$ cat src/rtl/display_pkg.sv
// Shared definitions for the multiplexed seven-segment scanner: segment bit
// positions, the active-high hex glyph table and the scan state encoding.
package display_pkg;

   localparam int SEG_A = 0;
   localparam int SEG_B = 1;
   localparam int SEG_C = 2;
   localparam int SEG_D = 3;
   localparam int SEG_E = 4;
   localparam int SEG_F = 5;
   localparam int SEG_G = 6;

   // {g,f,e,d,c,b,a}, active-high; b and d are lower-case glyphs
   localparam logic [6:0] HEX_SEG [16] = '{
      7'h3F, 7'h06, 7'h5B, 7'h4F, 7'h66, 7'h6D, 7'h7D, 7'h07,
      7'h7F, 7'h6F, 7'h77, 7'h7C, 7'h39, 7'h5E, 7'h79, 7'h71
   };

   typedef enum logic {
      LIT   = 1'b0,
      GUARD = 1'b1
   } scan_state_t;

endpackage

$ cat src/rtl/hex_to_seven_seg.sv
// Combinational hex nibble to seven-segment glyph lookup (active-high).
module hex_to_seven_seg
   import display_pkg::*;
(
   input  logic [3:0] nibble,
   output logic [6:0] seg
);

   assign seg = HEX_SEG[nibble];

endmodule

$ cat src/rtl/display_scanner.sv
// Multiplexed seven-segment scan controller with per-digit dwell, all-off guard
// interval, blanking, decimal points and leading-zero suppression.
//
//   state | meaning
//   ------+------------------------------------------------------------
//   LIT   | digit idx driven for PRESCALE enabled cycles
//   GUARD | all anodes off for GUARD_CYCLES enabled cycles, then advance
module display_scanner
   import display_pkg::*;
#(
   parameter int NUM_DIGITS   = 4,
   parameter int PRESCALE     = 100000,
   parameter int GUARD_CYCLES = 2,
   parameter int ACTIVE_LOW   = 1
) (
   input  logic                          clock,
   input  logic                          reset,
   input  logic                          enable,
   input  logic [4*NUM_DIGITS-1:0]       digit_values,
   input  logic [NUM_DIGITS-1:0]         digit_blank,
   input  logic [NUM_DIGITS-1:0]         dp_in,
   input  logic                          lz_suppress,
   output logic [NUM_DIGITS-1:0]         anode_driver,
   output logic [6:0]                    segments,
   output logic                          dp,
   output logic [$clog2(NUM_DIGITS)-1:0] digit_index
);

   localparam int IDX_W   = $clog2(NUM_DIGITS);
   localparam int CNT_MAX = (PRESCALE > GUARD_CYCLES) ? PRESCALE : GUARD_CYCLES;
   localparam int CNT_W   = (CNT_MAX > 1) ? $clog2(CNT_MAX) : 1;
   localparam logic [CNT_W-1:0] LIT_TC   = CNT_W'(PRESCALE - 1);
   localparam logic [CNT_W-1:0] GUARD_TC = CNT_W'((GUARD_CYCLES > 0) ? GUARD_CYCLES - 1 : 0);
   localparam logic [IDX_W-1:0] LAST_IDX = IDX_W'(NUM_DIGITS - 1);
   localparam logic             INV      = (ACTIVE_LOW != 0);

   scan_state_t            state, state_nxt;
   logic [CNT_W-1:0]       cnt, cnt_nxt;
   logic [IDX_W-1:0]       idx, idx_nxt, idx_adv;
   logic [3:0]             nib;
   logic [6:0]             seg_dec;
   logic [NUM_DIGITS-1:0]  lz_mask;
   logic                   zero_run;
   logic                   blank;
   logic [NUM_DIGITS-1:0]  an_hi;
   logic [6:0]             seg_hi;
   logic                   dp_hi;

   always_ff @(posedge clock) begin
      if (reset) begin
         state <= LIT;
         cnt   <= '0;
         idx   <= '0;
      end else begin
         state <= state_nxt;
         cnt   <= cnt_nxt;
         idx   <= idx_nxt;
      end
   end

   always_comb begin
      state_nxt = state;
      cnt_nxt   = cnt;
      idx_nxt   = idx;
      idx_adv   = (idx == LAST_IDX) ? '0 : idx + 1'b1;
      if (enable) begin
         case (state)
            LIT: begin
               if (cnt == LIT_TC) begin
                  cnt_nxt = '0;
                  if (GUARD_CYCLES > 0) state_nxt = GUARD;
                  else                  idx_nxt   = idx_adv;
               end else begin
                  cnt_nxt = cnt + 1'b1;
               end
            end
            GUARD: begin
               if (cnt == GUARD_TC) begin
                  cnt_nxt   = '0;
                  idx_nxt   = idx_adv;
                  state_nxt = LIT;
               end else begin
                  cnt_nxt = cnt + 1'b1;
               end
            end
            default: state_nxt = LIT;
         endcase
      end
   end

   // A digit is a leading zero when it and every digit above it are zero
   always_comb begin
      nib      = '0;
      lz_mask  = '0;
      zero_run = 1'b1;
      for (int k = 0; k < NUM_DIGITS; k++) begin
         if (idx == k[IDX_W-1:0]) nib = digit_values[4*k +: 4];
      end
      for (int k = NUM_DIGITS - 1; k >= 1; k--) begin
         zero_run   = zero_run & (digit_values[4*k +: 4] == 4'h0);
         lz_mask[k] = zero_run;
      end
   end

   hex_to_seven_seg u_dec (
      .nibble (nib),
      .seg    (seg_dec)
   );

   assign blank = digit_blank[idx] | (lz_suppress & lz_mask[idx]);

   always_comb begin
      an_hi  = '0;
      seg_hi = '0;
      dp_hi  = 1'b0;
      if (enable && state == LIT) begin
         an_hi[idx] = 1'b1;
         if (!blank) begin
            seg_hi = seg_dec;
            dp_hi  = dp_in[idx];
         end
      end
   end

   always_ff @(posedge clock) begin
      if (reset) begin
         anode_driver <= {NUM_DIGITS{INV}};
         segments     <= {7{INV}};
         dp           <= INV;
         digit_index  <= '0;
      end else begin
         anode_driver <= an_hi ^ {NUM_DIGITS{INV}};
         segments     <= seg_hi ^ {7{INV}};
         dp           <= dp_hi ^ INV;
         digit_index  <= idx;
      end
   end

endmodule

$ cat config.mk
export PLATFORM = sky130hd
export DESIGN_NAME = display_scanner
export DESIGN_NICKNAME = d
export VERILOG_FILES = /design/src/rtl/display_pkg.sv /design/src/rtl/hex_to_seven_seg.sv /design/src/rtl/display_scanner.sv
export SDC_FILE = /design/constraint.sdc
export NUM_CORES = 1
export LEC_CHECK = 0
export ABC_AREA = 1
export CAP_MARGIN = 20
export CORE_UTILIZATION = 52
export DETAILED_ROUTE_END_ITERATION = 10
export PLACE_DENSITY = 0.8
export SLEW_MARGIN = 30
export SYNTH_ARGS = -nofsm -noshare
export SYNTH_HDL_FRONTEND = slang
export SYNTH_SLANG_ARGS = --single-unit
$ cat constraint.sdc
create_clock -name clock -period 2.4 [get_ports clock]
set_input_delay 0.24 -clock clock [delete_from_list [all_inputs] [get_ports clock]]
set_output_delay 0.24 -clock clock [all_outputs]
set_load 0.02 [all_outputs]
; Word-level counts from Yosys, hierarchy flattened
; Memory sizes are Yosys's and may differ from the RTL's.
; Cells that the tools add are included.
; W data, S select, Z words.
[word_totals]
register_bits = 34
mem_count = 1
inputBits = 28
wordCells = 63
out_inout_bits = 14
rom_bits = 112
[op_classes]
eq_ne = 6
magnitude_cmp = 3
addsub = 2
n_mux = 28
n_reduce_logical = 7
bitwise_logic = 9
[memory_table]
columns = memory, depth, word_bits, read_ports, rd_ports_with_merged_regs, wr, line
row1 = (no name shown), 16, 7, 1, 0, 0, hex_to_seven_seg.sv:9  ; assign seg = HEX_SEG[nibble];
[ops]
columns = operator, n
row1 = $mux W17, 2
row2 = $pmux W17 S2, 1
row3 = $mux W7, 4
row4 = $mux W4, 5
row5 = $add A17 B1 Y17 const B, 1
row6 = $eq A17 B1 Y1 const B, 1
row7 = $eq A17 B17 Y1 const B, 1
row8 = $logic_not A4 Y1, 3
row9 = $mux W1, 8
row10 = $not A7 Y7, 1
row11 = $bmux W1 S2, 3
row12 = $mux W2, 3
row13 = $ge A5 B5 Y1 const B, 1
row14 = $not A4 Y5, 1
row15 = $eq A2 B2 Y1 const B, 2
row16 = $not A4 Y4, 1
row17 = $and A1 B1 Y1, 3
row18 = $lt A2 B3 Y1 const B, 1
row19 = $reduce_and A3 Y1, 1
row20 = $add A2 B1 Y2 const B, 1
row21 = $demux W1 S2, 1
row22 = $eq A2 B1 Y1 const B, 1
row23 = $ge A2 B1 Y1 const B, 1
row24 = $logic_and A1 B1 Y1, 2
row25 = 5 further kinds, 6

; Longest topological paths before layout
[logic_depth]
ltp_word = 12
mapped_depth = 15

; By module
; From an unflattened synthesis, not the netlist that was laid out.
[hier_totals]
hier_cells = 323
hier_area_um2 = 2080.7
[by_module_without_submodules]
columns = module, n_inst, area_each_um2, cells_each, seq_area_each_um2
row1 = display_scanner, 1, 1810.5, 271, 680.7
row2 = hex_to_seven_seg, 1, 270.3, 52, 0.0

; Least setup slack after synthesis
; Ideal clock, no wire load.
[synth_path]
path_kind = register to register
startpoint = register idx[0]
endpoint = register segments[3]
path_stages_with_launch = 13
t_arrival_ps = 1893
path_buffers = 2
period_less_slack_ps = 2014
t_required_ps = 2280
path_slack_ps = 386
path_cell_list = dfxtp_1 inv_2 buf_6 ha_1 buf_4 a21oi_1 nand2_1 a21boi_1 ha_1 inv_1 nand2_1 nand3_1 nand3_1
[synth_between]
elab_chain_cells = 12
elab_cells_between_ends = 21
[synth_lines]
columns = element, line
row1 = from (decl), display_scanner.sv:39  ; logic [IDX_W-1:0] idx, idx_nxt, idx_adv;
row2 = from (signal assigned), display_scanner.sv:57  ; idx <= idx_nxt;
row3 = $logic_not A2 Y1, display_scanner.sv:97  ; if (idx == k[IDX_W-1:0]) nib = digit_values[4*k +: 4];
row4 = $mux W4 (4 in a row), display_scanner.sv:97
row5 = $not A4 Y5 (not written as such), hex_to_seven_seg.sv:9
row6 = $mem_v2 Z16 W7, --
row7 = $mux W7 (not written as such) (2 in a row), hex_to_seven_seg.sv:9
row8 = $mux W7 *, display_scanner.sv:118  ; if (!blank) begin
row9 = $mux W7 *, display_scanner.sv:116  ; if (enable && state == LIT) begin
row10 = $not A7 Y7 (no line) *, --
row11 = to (signal assigned), display_scanner.sv:128  ; segments <= {7{INV}};
row12 = to (signal assigned), display_scanner.sv:133  ; segments <= seg_hi ^ {7{INV}};
row13 = to (decl), display_scanner.sv:24  ; output logic [6:0] segments,
; Every way passes the cells marked *; elsewhere a longest branch is shown, timed or not. The select of a mux whose other input is x is not followed.
; A chain may end at the register's enable or synchronous reset.

; Final worst setup path
; Same ends and word-level chain as after synthesis.

==> summary.txt <==
Logic synthesis
  • Ranking of synthesized cells by area: dfxtp_1 (32%), nand2_1 (16%), nor2_1 (7.8%)
  • Post-synth cell types: 32
  • Seq/Total Area, Yosys: 32.25%
  • Proportion of netlist area held by the largest area contributor: 32.25%
  • Synthesized flop and latch total: 34
  • EDFF count, synth: 0
  • Post-synth ARST share: 0%
  • Post-synth top area cell: dfxtp_1
  • Top-count cell post-synth: nand2_1
  • Avg Inst Size Synth: 6.555 sq um
  • Commonest cells in the netlist: nand2_1 (92), nor2_1 (44), dfxtp_1 (34), inv_1 (34), nand3_1 (32)
  • Synth Instances: 322
  • Warnings, synthesis: 0
  • Mapped cell area: 0.002111 sq mm
  • Mapped Nets: 362
  • Prevailing post-synth register cell: dfxtp_1

Global routing
  • Total gr overflow: 0
  • First-pass GRT wire length: 8.376 mm
  • Vias in the first global route: 1980
  • Initial antenna violation count: 0
  • Largest net degree at the start of global routing: 13
  • Overall routing resource usage: 25.47%

Layout
  • Post-Route Utilization: 70.60%
  • Nets: 408
  • Layout cells sized above 1: 8.401%
  • Design Area, Final: 0.002663 sq mm
  • Layout area overhead: 26.14%
  • Antenna fix cells: 0

Drt
  • First DRT Iteration DRCs: 153
  • DR DRC count: 0
  • Routed wire length per instance: 11.92 um
  • Detailed Route WL: 4.971 mm
  • Vias: 2146
  • ANT nets after route: 0
  • 1st-pass router iterations: 4
  • Vias per cell: 5.146

Timing
  • Worst Tran Pin Value: 0.4061 ns
  • RSZ-0062 raised after global routing: false
  • Final setup viols: 0
  • Final period util: 89.09%
  • Final hold viol count: 0
  • Minimum clock period: 2.138 ns
  • Max-Slew Margin vs Limit: 72.92%
  • Clock Skews: 0.01484 ns
  • Max Freq: 0.4677 GHz
  • Setup TNS: 0 ns
  • Final Max Tran Viols: 0

Clock network
  • Worst-Skew Late Latency: 0.29 ns
  • Setup bufs post-CTS: 0
  • Hold Buf Count CTS: 0
  • CTS tree: yes
  • # resized after CTS: 0
  • Num Clock Sinks: 34
  • Clock slew at reported path FFs: 0.08 ns
  • Number of buffers created by CTS: 5
  • Root buf cell: clkbuf_8
  • Clock Path Buffers: 2
  • H-tree levels: 2

Floorplan
  • CORE AREA: 0.003771 sq mm
  • I/O pins: 42
  • Die area: 0.004318 sq mm
  • Starting Density: 55.97%
  • Row cnt: 22
  • Die W: 65.71 um
  • Die Ht: 65.71 um

Critical path
  • Cell family with most CP delay: adder cells
  • Worst path cell trace: inv_2 > ha_1 > nand3b_1 > nand2_1 > nand2_1 > inv_1 > ha_1 > inv_1 > nand2_1 > nand3_1 > nand3_1
  • Critical path class: flop to flop
  • Slowest-stage cell, CP: ha_1
  • CP required: 2.58 ns
  • CP Launch Type: flop
  • Max incr delay on CP: 0.42 ns
  • Worst Path Arrival: 2.31 ns
  • Most used cell, CP: nand2_1
  • Critical path endpoint category: flop
  • Largest fanout on the critical path: 12
  • Worst path bufs/invs: 3

Power and ir drop
  • Leakage: 1.178 nW
  • Power density of the placed cells: 475.1 mW/mm^2
  • Tot Pwr: 1.265 mW
  • VDD IR-drop max: 0.0002903 V

Status
  • Status: finished, final reports clean

Placement
  • Detailed Place HPWL: 3.867 mm
  • Gpl congestion: 0.9629
  • Dpl cell area: 0.002571 sq mm
  • # port buffers: 41

Hold path
  • Hold WC Path Type: flop to flop

Job
  • MaxCap Viol Count: 0
per-stage QoR:
stage               cells  hold slack (ns)  setup slack (ns)
finish                417           0.5218            0.2618
global route          417           0.5480           0.01094
floorplan             322           0.4397            0.3862
global placement      409           0.5036            0.3999
detailed placement    409           0.5105            0.2841
CTS                   417           0.5227            0.2694
path summary, 6_finish.rpt:
check	start	endpoint	slack, ns	depth (start not counted)
max	idx[0]	segments[3]	0.26	11
min	cnt[14]	cnt[14]	0.52	2
max reg2reg	idx[0]	segments[3]	0.26	11
min reg2reg	cnt[14]	cnt[14]	0.52	2
cell families (layout without fill, tap and decap cells):
logic type	Yosys count	after routing	synth area share [%]
AND/OR/NAND/NOR	194	194	40.07
XOR/XNOR	6	6	2.490
buffers and inverters	44	91	8.477
adder cells (fa/ha/maj)	12	12	7.113
AO/OA/AOI/OAI	32	32	9.603
flip-flops	34	34	32.25
sequential cells by signal, summed over array words and instances, names as in the netlist:
name / flops
segments: 7
digit_index: 2
dp: 1
state: 1
cnt: 17
anode_driver: 4
idx: 2
cell usage in the layout, fill, tap and decap left out, drive strengths merged, types with 2 or more instances in the layout:
| master | instances |
|---|---|
| ha | 12 |
| nand3 | 33 |
| o211ai | 2 |
| buf | 3 |
| o21ai | 9 |
| nand4 | 5 |
| o22ai | 2 |
| a21oi | 15 |
| nand2 | 97 |
| nor2 | 50 |
| clkbuf | 7 |
| xnor2 | 2 |
| xor2 | 4 |
| dfxtp | 34 |
| inv | 39 |
| nor3 | 7 |
| clkdlybuf4s50 | 41 |
metal layers:
| metal | part of all wire, % | vias up | global-route usage [%] | routed length [um] |
|---|---|---|---|---|
| li1 | - | 1121 | - | - |
| met1 | 46 | 940 | 30.84 | 2273 |
| met2 | 47 | 75 | 43.49 | 2345 |
| met3 | 5.1 | 10 | 5.208 | 253 |
| met4 | 2.0 | 0 | 10.05 | 99 |
| met5 | 0 | - | 0 | 0 |
worst register-to-register path, cell delays in order (launching register included):
cell	delay, ns
dfxtp_1	0.37
inv_2	0.18
ha_1	0.42
nand3b_1	0.17
nand2_1	0.06
nand2_1	0.16
inv_1	0.11
ha_1	0.30
inv_1	0.05
nand2_1	0.06
nand3_1	0.09
nand3_1	0.07
where the power goes:
part           switching (mW)  total, mW  internal (mW)  leakage, nW
sequential            0.00837      0.586          0.577        0.276
combinational           0.124      0.228          0.105        0.854
clock                   0.219      0.451          0.232       0.0482
cell type report:
| class | instances | area (sq um) |
|---|---|---|
| Clock buffer | 7 | 86.33 |
| Clock inverter | 1 | 5.005 |
| Fill cell | 318 | 1109 |
| Inverter | 39 | 146.4 |
| Multi-Input combinational cell | 244 | 1251 |
| Sequential cell | 34 | 680.7 |
| Tap cell | 48 | 60.06 |
| Timing Repair Buffer | 44 | 432.9 |
No activity file was read; power rests on OpenSTA's default activity.
